File: config.mk
export PLATFORM = sky130hd
export DESIGN_NAME = camera_config_sequencer_flat
export DESIGN_NICKNAME = d
export VERILOG_FILES = /design/src/rtl/camera_config_pkg.sv /design/src/rtl/camera_config_sequencer_if.sv /design/src/rtl/camera_config_sequencer.sv /design/src/flat_wrapper.sv
export SDC_FILE = /design/constraint.sdc
export NUM_CORES = 1
export LEC_CHECK = 0
export ABC_AREA = 1
export BUFFER_PORTS_ARGS = -buffer_cell sky130_fd_sc_hd__buf_2
export CORE_AREA = 8 8 133 123
export DETAILED_ROUTE_END_ITERATION = 7
export DIE_AREA = 0 0 141 131
export PLACE_DENSITY = 0.58
export SLEW_MARGIN = 20
export SYNTH_ARGS = -nofsm -noshare
export SYNTH_HDL_FRONTEND = slang
export SYNTH_SLANG_ARGS = --single-unit
File: constraint.sdc
create_clock -name clk_i -period 3.85 [get_ports clk_i]
set_input_delay 0.1925 -clock clk_i [delete_from_list [all_inputs] [get_ports clk_i]]
set_output_delay 0.1925 -clock clk_i [all_outputs]
set_load 0.005 [all_outputs]
File: src/rtl/camera_config_pkg.sv
// Shared types and constants for the camera configuration sequencer.
//   - cfg_op_t      : table entry opcode (WRITE, DELAY, END; code 3 behaves as END)
//   - cfg_state_t   : sequencer FSM states
//   - cfg_entry_t   : entry layout for the default 8-bit register/value widths
//   - cfg_entry()   : packs {op, reg, val} into one table word
//   - CFG_DELAY_UNIT: default clk cycles per delay count (1 ms at 100 MHz)
package camera_config_pkg;

   localparam int unsigned CFG_REG_W      = 8;
   localparam int unsigned CFG_VAL_W      = 8;
   localparam int unsigned CFG_ENTRY_W    = 2 + CFG_REG_W + CFG_VAL_W;
   localparam int unsigned CFG_DELAY_UNIT = 100000;

   typedef enum logic [1:0] {
      CFG_WRITE = 2'd0,
      CFG_DELAY = 2'd1,
      CFG_END   = 2'd2
   } cfg_op_t;

   typedef enum logic [3:0] {
      StIdle,
      StFetch,
      StLatch,
      StDecode,
      StReq,
      StWait,
      StDelay,
      StDone,
      StError
   } cfg_state_t;

   typedef struct packed {
      cfg_op_t                op;
      logic [CFG_REG_W-1:0]   reg_addr;
      logic [CFG_VAL_W-1:0]   val;
   } cfg_entry_t;

   function automatic logic [CFG_ENTRY_W-1:0] cfg_entry(cfg_op_t op,
                                                         logic [CFG_REG_W-1:0] reg_addr,
                                                         logic [CFG_VAL_W-1:0] val);
      cfg_entry_t e;
      e.op       = op;
      e.reg_addr = reg_addr;
      e.val      = val;
      return e;
   endfunction

endpackage

File: src/rtl/camera_config_sequencer_if.sv
// SCCB write-request channel between the config sequencer and the SCCB master.
//   valid/reg_addr/val : request from the sequencer (held stable while valid)
//   ready              : master accepts the request
//   done/nack          : single-cycle completion pulse; nack qualified by done
// Modports: master (sequencer side), slave (SCCB master side).
interface camera_config_sequencer_if #(
   parameter int unsigned REG_W = 8,
   parameter int unsigned VAL_W = 8
);
   logic             valid;
   logic             ready;
   logic [REG_W-1:0] reg_addr;
   logic [VAL_W-1:0] val;
   logic             done;
   logic             nack;

   modport master (output valid, reg_addr, val, input ready, done, nack);
   modport slave  (input valid, reg_addr, val, output ready, done, nack);
endinterface

File: src/rtl/camera_config_sequencer.sv
// Register-initialisation engine for SCCB-configured image sensors. Walks an
// external synchronous entry table {op, reg, val} and issues WRITEs to the SCCB
// master, with programmable DELAYs, NACK retry and an explicit END.
//   clk_i, rst_i        : clock, asynchronous active-high reset
//   start_i             : pulse; (re)starts the walk at entry 0 when not busy
//   rom_addr_o/rom_data_i : table port, data one cycle after address
//   sccb                : write-request channel (master modport)
//   busy_o/done_o/error_o : walk status levels
//   fail_index_o        : failing entry, valid while error_o
// Optional: define CAMERA_CONFIG_STATS_EN to add write_count_o / nack_count_o.
module camera_config_sequencer
   import camera_config_pkg::*;
#(
   parameter int unsigned REG_W       = 8,
   parameter int unsigned VAL_W       = 8,
   parameter int unsigned DEPTH       = 128,
   parameter int unsigned DELAY_UNIT  = CFG_DELAY_UNIT,
   parameter int unsigned MAX_RETRIES = 3,
   localparam int unsigned ADDR_W  = $clog2(DEPTH),
   localparam int unsigned ENTRY_W = 2 + REG_W + VAL_W
) (
   input  logic                      clk_i,
   input  logic                      rst_i,
   input  logic                      start_i,
   output logic [ADDR_W-1:0]         rom_addr_o,
   input  logic [ENTRY_W-1:0]        rom_data_i,
   camera_config_sequencer_if.master sccb,
   output logic                      busy_o,
   output logic                      done_o,
   output logic                      error_o,
   output logic [ADDR_W-1:0]         fail_index_o
`ifdef CAMERA_CONFIG_STATS_EN
   ,
   output logic [15:0]               write_count_o,
   output logic [15:0]               nack_count_o
`endif
);

   // Delay counter must hold (2^VAL_W - 1) * DELAY_UNIT.
   localparam longint unsigned DlyMax = ((64'd1 << VAL_W) - 64'd1) * 64'(DELAY_UNIT);
   localparam int unsigned DlyW = $clog2(DlyMax + 64'd1);
   localparam int unsigned RtyW = (MAX_RETRIES > 0) ? $clog2(MAX_RETRIES + 1) : 1;
   localparam logic [ADDR_W-1:0] LastIdx = ADDR_W'(DEPTH - 1);

   cfg_state_t          state_q, state_d;
   logic [ADDR_W-1:0]   index_q, index_d;
   logic [ADDR_W-1:0]   fail_q, fail_d;
   logic [ENTRY_W-1:0]  entry_q, entry_d;
   logic [RtyW-1:0]     retry_q, retry_d;
   logic [DlyW-1:0]     delay_q, delay_d;
   logic                advance;
   logic                busy;
   logic [1:0]          op_bits;
   logic [VAL_W-1:0]    entry_val;

   assign op_bits   = entry_q[ENTRY_W-1 -: 2];
   assign entry_val = entry_q[VAL_W-1:0];
   assign busy      = !(state_q inside {StIdle, StDone, StError});

   always_comb begin
      state_d = state_q;
      index_d = index_q;
      fail_d  = fail_q;
      entry_d = entry_q;
      retry_d = retry_q;
      delay_d = delay_q;
      advance = 1'b0;

      unique case (state_q)
         StIdle, StDone, StError: begin
            if (start_i) begin
               index_d = '0;
               retry_d = '0;
               delay_d = '0;
               fail_d  = '0;
               state_d = StFetch;
            end
         end
         StFetch: state_d = StLatch;
         StLatch: begin
            entry_d = rom_data_i;
            state_d = StDecode;
         end
         StDecode: begin
            case (op_bits)
               CFG_WRITE: state_d = StReq;
               CFG_DELAY: begin
                  if (entry_val == '0) begin
                     advance = 1'b1;
                  end else begin
                     delay_d = DlyW'(entry_val) * DlyW'(DELAY_UNIT);
                     state_d = StDelay;
                  end
               end
               // END and the reserved code both finish the walk.
               default: state_d = StDone;
            endcase
         end
         StReq: begin
            if (sccb.ready) state_d = StWait;
         end
         StWait: begin
            if (sccb.done) begin
               if (!sccb.nack) begin
                  advance = 1'b1;
               end else if (retry_q < RtyW'(MAX_RETRIES)) begin
                  retry_d = retry_q + RtyW'(1);
                  state_d = StReq;
               end else begin
                  fail_d  = index_q;
                  state_d = StError;
               end
            end
         end
         StDelay: begin
            // Loaded with val*DELAY_UNIT; leaves after exactly that many cycles.
            if (delay_q <= DlyW'(1)) begin
               delay_d = '0;
               advance = 1'b1;
            end else begin
               delay_d = delay_q - DlyW'(1);
            end
         end
         default: state_d = StIdle;
      endcase

      if (advance) begin
         retry_d = '0;
         if (index_q == LastIdx) begin
            state_d = StDone;
         end else begin
            index_d = index_q + ADDR_W'(1);
            state_d = StFetch;
         end
      end
   end

   always_ff @(posedge clk_i or posedge rst_i) begin
      if (rst_i) begin
         state_q <= StIdle;
         index_q <= '0;
         fail_q  <= '0;
         entry_q <= '0;
         retry_q <= '0;
         delay_q <= '0;
      end else begin
         state_q <= state_d;
         index_q <= index_d;
         fail_q  <= fail_d;
         entry_q <= entry_d;
         retry_q <= retry_d;
         delay_q <= delay_d;
      end
   end

   assign rom_addr_o    = index_q;
   assign sccb.valid    = (state_q == StReq);
   assign sccb.reg_addr = entry_q[VAL_W +: REG_W];
   assign sccb.val      = entry_val;
   assign busy_o        = busy;
   assign done_o        = (state_q == StDone);
   assign error_o       = (state_q == StError);
   assign fail_index_o  = fail_q;

`ifdef CAMERA_CONFIG_STATS_EN
   logic [15:0] write_cnt_q, write_cnt_d;
   logic [15:0] nack_cnt_q, nack_cnt_d;

   always_comb begin
      write_cnt_d = write_cnt_q;
      nack_cnt_d  = nack_cnt_q;
      if (!busy && start_i) begin
         write_cnt_d = '0;
         nack_cnt_d  = '0;
      end else if (state_q == StWait && sccb.done) begin
         if (sccb.nack) begin
            if (nack_cnt_q != 16'hFFFF) nack_cnt_d = nack_cnt_q + 16'd1;
         end else begin
            if (write_cnt_q != 16'hFFFF) write_cnt_d = write_cnt_q + 16'd1;
         end
      end
   end

   always_ff @(posedge clk_i or posedge rst_i) begin
      if (rst_i) begin
         write_cnt_q <= '0;
         nack_cnt_q  <= '0;
      end else begin
         write_cnt_q <= write_cnt_d;
         nack_cnt_q  <= nack_cnt_d;
      end
   end

   assign write_count_o = write_cnt_q;
   assign nack_count_o  = nack_cnt_q;
`endif

endmodule

File: src/flat_wrapper.sv
// flat-port wrapper written by rule: the top's interface ports become plain ports
module camera_config_sequencer_flat import camera_config_pkg::*;
#(
   parameter int unsigned REG_W       = 8,
   parameter int unsigned VAL_W       = 8,
   parameter int unsigned DEPTH       = 128,
   parameter int unsigned DELAY_UNIT  = CFG_DELAY_UNIT,
   parameter int unsigned MAX_RETRIES = 3,
   localparam int unsigned ADDR_W  = $clog2(DEPTH),
   localparam int unsigned ENTRY_W = 2 + REG_W + VAL_W
)
  (clk_i, rst_i, start_i, rom_addr_o, rom_data_i, busy_o, done_o, error_o, fail_index_o, sccb_valid, sccb_reg_addr, sccb_val, sccb_ready, sccb_done, sccb_nack);
  camera_config_sequencer_if #(.REG_W(REG_W), .VAL_W(VAL_W)) sccb_i ();
  input  logic clk_i;
  input  logic rst_i;
  input  logic start_i;
  output logic [ADDR_W-1:0] rom_addr_o;
  input  logic [ENTRY_W-1:0] rom_data_i;
  output logic busy_o;
  output logic done_o;
  output logic error_o;
  output logic [ADDR_W-1:0] fail_index_o;
  output wire logic [$bits(sccb_i.valid)-1:0] sccb_valid;
  output wire logic [$bits(sccb_i.reg_addr)-1:0] sccb_reg_addr;
  output wire logic [$bits(sccb_i.val)-1:0] sccb_val;
  input wire logic [$bits(sccb_i.ready)-1:0] sccb_ready;
  input wire logic [$bits(sccb_i.done)-1:0] sccb_done;
  input wire logic [$bits(sccb_i.nack)-1:0] sccb_nack;
  assign sccb_valid = sccb_i.valid;
  assign sccb_reg_addr = sccb_i.reg_addr;
  assign sccb_val = sccb_i.val;
  assign sccb_i.ready = sccb_ready;
  assign sccb_i.done = sccb_done;
  assign sccb_i.nack = sccb_nack;
  camera_config_sequencer #(.REG_W(REG_W), .VAL_W(VAL_W), .DEPTH(DEPTH), .DELAY_UNIT(DELAY_UNIT), .MAX_RETRIES(MAX_RETRIES)) u_core (.clk_i(clk_i), .rst_i(rst_i), .start_i(start_i), .rom_addr_o(rom_addr_o), .rom_data_i(rom_data_i), .sccb(sccb_i), .busy_o(busy_o), .done_o(done_o), .error_o(error_o), .fail_index_o(fail_index_o));
endmodule
* After elaboration in Yosys (flattened, before gate mapping)
Index checks and enable logic that the tools add are counted.
Storage, ports and cells: register bits 63, bits of input ports 24, output and inout bits 34, word-level logic and storage cells 84
Cells by class: add/subtract/negate cells 3, multiply operators 1, magnitude comparators 2, equality and inequality tests 23, multiplexer cells 36, reductions and logical operators 13
Operators by type and width (number):
- $mux W25 | 4
- $pmux W25 S3 | 1
- $mux W7 | 8
- $mux W4 | 7
- $pmux W4 S7 | 1
- $le A25 B1 Y1 const B | 1
- $sub A25 B1 Y25 const B | 1
- $mul A8 B12 Y20 const B | 1
- $eq A4 B3 Y1 const B | 4
- $pmux W7 S2 | 1
- $mux W2 | 5
- $ne A2 B2 Y1 const B | 5
- $reduce_and A5 Y1 | 2
- $ne A3 B2 Y1 const B | 3
- $reduce_bool A3 Y1 | 3
- $eq A4 B2 Y1 const B | 2
- $logic_not A8 Y1 | 1
- $pmux W4 S2 | 1
- $add A7 B1 Y7 const B | 1
- $eq A7 B7 Y1 const B | 1
- $ne A3 B1 Y1 const B | 2
- $reduce_and A6 Y1 | 1
- $mux W1 | 5
- $eq A4 B1 Y1 const B | 1
- other kinds (15) | 16

* Logic depth before layout (Yosys ltp)
depth in word-level cells 6, gate-level depth with buffers 18, mapped depth without buffers 18

* Worst setup path before layout
No wires, ideal clock.
kind register to register, from reg u_core.entry_q[2], to reg u_core.delay_q[18], library setup time 124 ps, arrival 3193 ps, data required time 3726 ps, slack 533 ps, cell stages (with the launch flop) 17, buffers on the path 0, period minus slack after synthesis 3317 ps, cells stage by stage dfrtp_1 ha_1 ha_1 inv_1 fa_1 inv_1 fa_1 ha_1 nor2_1 inv_1 nand3_1 nand2_1 nand2_1 nand2_1 or2_2 nand2_1 nand3_1
Between the ends: longest elaborated chain between the ends 4, elaborated cells between the ends (all ways) 7, those cells by class mul (1); eq/ne (1); mux (3); reduce/logical (2)
RTL lines:
- start, declared | RTL line camera_config_sequencer.sv:48 | logic [ENTRY_W-1:0] entry_q, entry_d;
- start signal, assigned | RTL line camera_config_sequencer.sv:150 | entry_q <= entry_d;
- $mul A8 B12 Y20 | RTL line camera_config_sequencer.sv:91 | delay_d = DlyW'(entry_val) * DlyW'(DELAY_UNIT);
- $mux W25 | RTL line camera_config_sequencer.sv:88 | if (entry_val == '0) begin
- $mux W25 | RTL line camera_config_sequencer.sv:85 | case (op_bits)
- $pmux W25 S3 | RTL line camera_config_sequencer.sv:69 | unique case (state_q)
- end signal, assigned | RTL line camera_config_sequencer.sv:152 | delay_q <= delay_d;
- end, declared | RTL line camera_config_sequencer.sv:50 | logic [DlyW-1:0] delay_q, delay_d;
Parallel ways exist; a longest one is shown, timed or not. The select of a mux whose other input is x is not followed. A chain may end at the register's enable or synchronous reset.

* Final worst setup path
from reg u_core.entry_q[4], to reg u_core.delay_q[18]
The elaborated chain is that of the path after synthesis.

==> metrics.md <==
| Metric | Value |
|---|---|
| Cell taking the most area after synthesis | dfrtp_1 |
| Die width | 141 µm |
| Initial antenna violation count | 0 |
| Gate Count Post-Synth | ~760 |
| Area used by multi-input combinational logic | approximately 3400 µm² |
| Prevailing post-synth register cell | dfrtp_1 |
| Top cell type's share of synthesized area | 28.6% |
| Die area | roughly 18000 µm² |
| Worst hold stages | 2 |
| Reg2reg setup slack | 0.33 ns |
| Port Buffer Count | 57 |
| Fin Clk Skew | 0.00942 ns |
| Clk_lat worst skew | roughly 0.34 ns |
| TritonCTS Buffers | 9 |
| Worst min-delay path class | input port to flip-flop |
| Critical Path RT | 4.06 ns |
| Post-synthesis cell type count | 40 |
| CP endpoint kind | flip-flop |
| Gr usage total | around 16% |
| Compound-cell area share of the yosys netlist | slightly above 8% |
| Avg Cell Area, Syn | roughly 7.3 µm² |
| Min-delay src | rom_data_i[14] |
| Placed Instance Area | roughly 5900 µm² |
| Seq/Total Area, Yosys | 28.6% |
| Postcts setup bufs | 0 |
| Mapped Area | 5510 µm² |
| Syn. warnings | 0 |
| Setup TNS | 0 ns |
| Aggregate routed wire length | ~14 mm |
| Via density | 4.78 |
| Hpwl dp | 11.4 mm |
| First-pass GRT wire length | approximately 23 mm |
| Routed wire length per instance | 13.8 µm |
| Post-synth EDFFs | 0 |
| Fmax | 284 MHz |
| # H-tree levels | 3 |
| FF+latch area | between 1500 and 2000 µm² |
| Yosys reg bits | 63 |
| Period minus WS final | 3.52 ns |
| Status | complete, no violations |
| Syn nets | 852 |
| Unrepaired setup endpoints after global routing | no |
| Synth top area cells | dfrtp_1 29%, nand2_1 14%, ha_1 14% |
| Max transition margin | 39.1% |
| Initial Util | roughly two fifths |
| Routed Antenna Nets | 0 |
| Worst hold endpoint | u_core.entry_q[14]$_DFFE_PP0P_ |
| Crit Path Max Fanout | 6 |
| Async SR Flop Fraction | 100% |
| FF-to-FF End | u_core.delay_q[18]$_DFFE_PP0P_ |
| Post-synthesis simple-gate area fraction | 30.1% |
| Max Slew Vio Count | 0 |
| Clk buf depth | 2 |
| Startpoint types | flip-flop |
| Nets | ~900 |
| Height of the die | roughly 130 µm |
| Mux cell area share after synthesis | 1.84% |
| DRT iter0 DRCs | 321 |
| Syn-to-layout area delta | 12.2% |
| DRT Pass-1 Iters | 5 |
| Max Cap Violations | 0 |
| Final setup viols | 0 |
| R2R depth | 16 |
| Worst-path clk slew | roughly 0.060 ns |
| IO Pins | 58 |
| Endpoints failing hold | 0 |
| Post-synthesis xor/xnor area fraction | under 10% |
| Layout fillers | 1525 |
| CTS sink cnt | 63 |
| Via count | between 4000 and 5000 |
| Reg2reg start | u_core.entry_q[4]$_DFFE_PP0P_ |
| Crit path kind | flip-flop to flip-flop |
| Remaining DRCs | 0 |
| Row Count | 42 |
| Final setup margin | 0.335 ns |
| Core area | 14200 µm² |
| Final Cycle Share | 91.3% |
| Design area | slightly above 6000 µm² |
| CTS Root Cell | clkbuf_16 |
| Routability cong. | 0.836 |
| Vias in the first global route | 4617 |
| Worst Path Arrival | between 3 and 4 ns |
| Post-placement setup slack | 0.350 ns |
| Area share of fa/ha/maj cells after synthesis | a little under a fifth |
| Main combinational cell family by area after synthesis | simple AND/OR/NAND/NOR gates |
| Pin count of the biggest net entering global routing | 45 |
| Slew of the pin with the lowest slew margin | 0.911 ns |
| Layout cells sized above 1 | roughly 15% |
| Global route overflow | 0 |
| CTS tree | yes |
Yosys cell counts (all sizes together), types with 3 or more instances:
cell / n
nand3: 50
xor2: 13
mux2: 9
buf: 23
ha: 61
o21ai: 29
o211ai: 10
nand4: 9
nor2: 100
a21oi: 29
fa: 12
or2: 5
xnor2: 5
nand2: 213
dfrtp: 63
o2111ai: 3
nor3: 5
inv: 102
layer usage:
| layer | routed length, µm | global-route usage, % | vias to the layer above |
|---|---|---|---|
| met1 | 6790 | 20.8 | 2177 |
| met5 | 0 | 0 | - |
| met2 | 6130 | 24.0 | 117 |
| li1 | - | - | 2509 |
| met4 | 171 | 4.61 | 0 |
| met3 | 848 | 4.50 | 15 |
area by class of cell:
cell class                      instances  area share [%]
Multi-Input combinational cell        565            54.4
Sequential cell                        63            25.5
Inverter                              103            6.25
Timing Repair Buffer                   63            5.38
Tap cell                              198            4.01
Clock buffer                            9            3.64
Clock inverter                          7           0.810
Antenna cell                            1          0.0405
placed cells by master (no fill, tap or decap), types with 3 or more instances in the layout:
cell	count
nand2_2	6
o21ai_0	24
nand3_1	49
inv_1	89
ha_1	61
o211ai_1	10
xor2_1	13
or2_2	4
inv_2	13
buf_2	57
fa_1	12
o2111ai_1	3
a21oi_1	29
nand4_1	9
mux2_2	9
nor2_2	7
nor2_1	91
xnor2_1	5
clkinvlp_4	3
nand2_1	204
dfrtp_1	63
clkbuf_16	9
nor3_1	5
buf_4	5
o21ai_1	5
cells by family (layout without fill, tap and decap cells):
family,after synthesis,in the layout
compound gates,78,78
xor+xnor,18,18
fa+ha+maj,73,73
buf+inv,127,182
flops,63,63
mux,9,9
other cells,0,1
simple gates,387,387
worst max-delay path: stages (launching register included):
cell and delay [ns]:
dfrtp_1 0.44, ha_1 0.33, inv_1 0.06, fa_1 0.49, inv_1 0.05, fa_1 0.45
ha_1 0.31, ha_1 0.36, nand2_1 0.08, nand2_1 0.07, a21oi_1 0.12, nand2_1 0.12
nand2_1 0.08, nand2_1 0.06, or2_2 0.26, nand2_1 0.07, nand3_1 0.06
what timing repair did:
action	in CTS	in global routing
resized for setup	0	0
endpoints found under the setup margin	0	0
hold buffers	1	0
endpoints found under the hold margin	19	0
state kept, by name (all words and copies together) (netlist names):
register,count
u_core.delay_q,25
u_core.fail_index_o,7
u_core.state_q,4
u_core.rom_addr_o,7
u_core.entry_q,18
u_core.retry_q,2
worst max-delay path by stage:
stage,to,start
after floorplan,u_core.delay_q[18]$_DFFE_PP0P_,u_core.entry_q[2]$_DFFE_PP0P_
after global placement,u_core.delay_q[18]$_DFFE_PP0P_,u_core.entry_q[4]$_DFFE_PP0P_
after detailed placement,u_core.delay_q[18]$_DFFE_PP0P_,u_core.entry_q[4]$_DFFE_PP0P_
after CTS,u_core.delay_q[18]$_DFFE_PP0P_,u_core.entry_q[4]$_DFFE_PP0P_
after global routing,u_core.delay_q[18]$_DFFE_PP0P_,u_core.entry_q[4]$_DFFE_PP0P_
final,u_core.delay_q[18]$_DFFE_PP0P_,u_core.entry_q[4]$_DFFE_PP0P_
through the flow:
step,instances,util [%],hold WS (ns)
6_report,1009,43.4,0.0843
5_1_grt,1008,43.4,0.0804
4_1_cts,1008,43.4,0.0718
3_5_place_dp,991,41.4,0.209
3_3_place_gp,991,41.4,0.211
2_1_floorplan,755,-,0.343
Power is not shown: default switching activity piles up to over one toggle a cycle in this logic, so the estimate is an artifact.
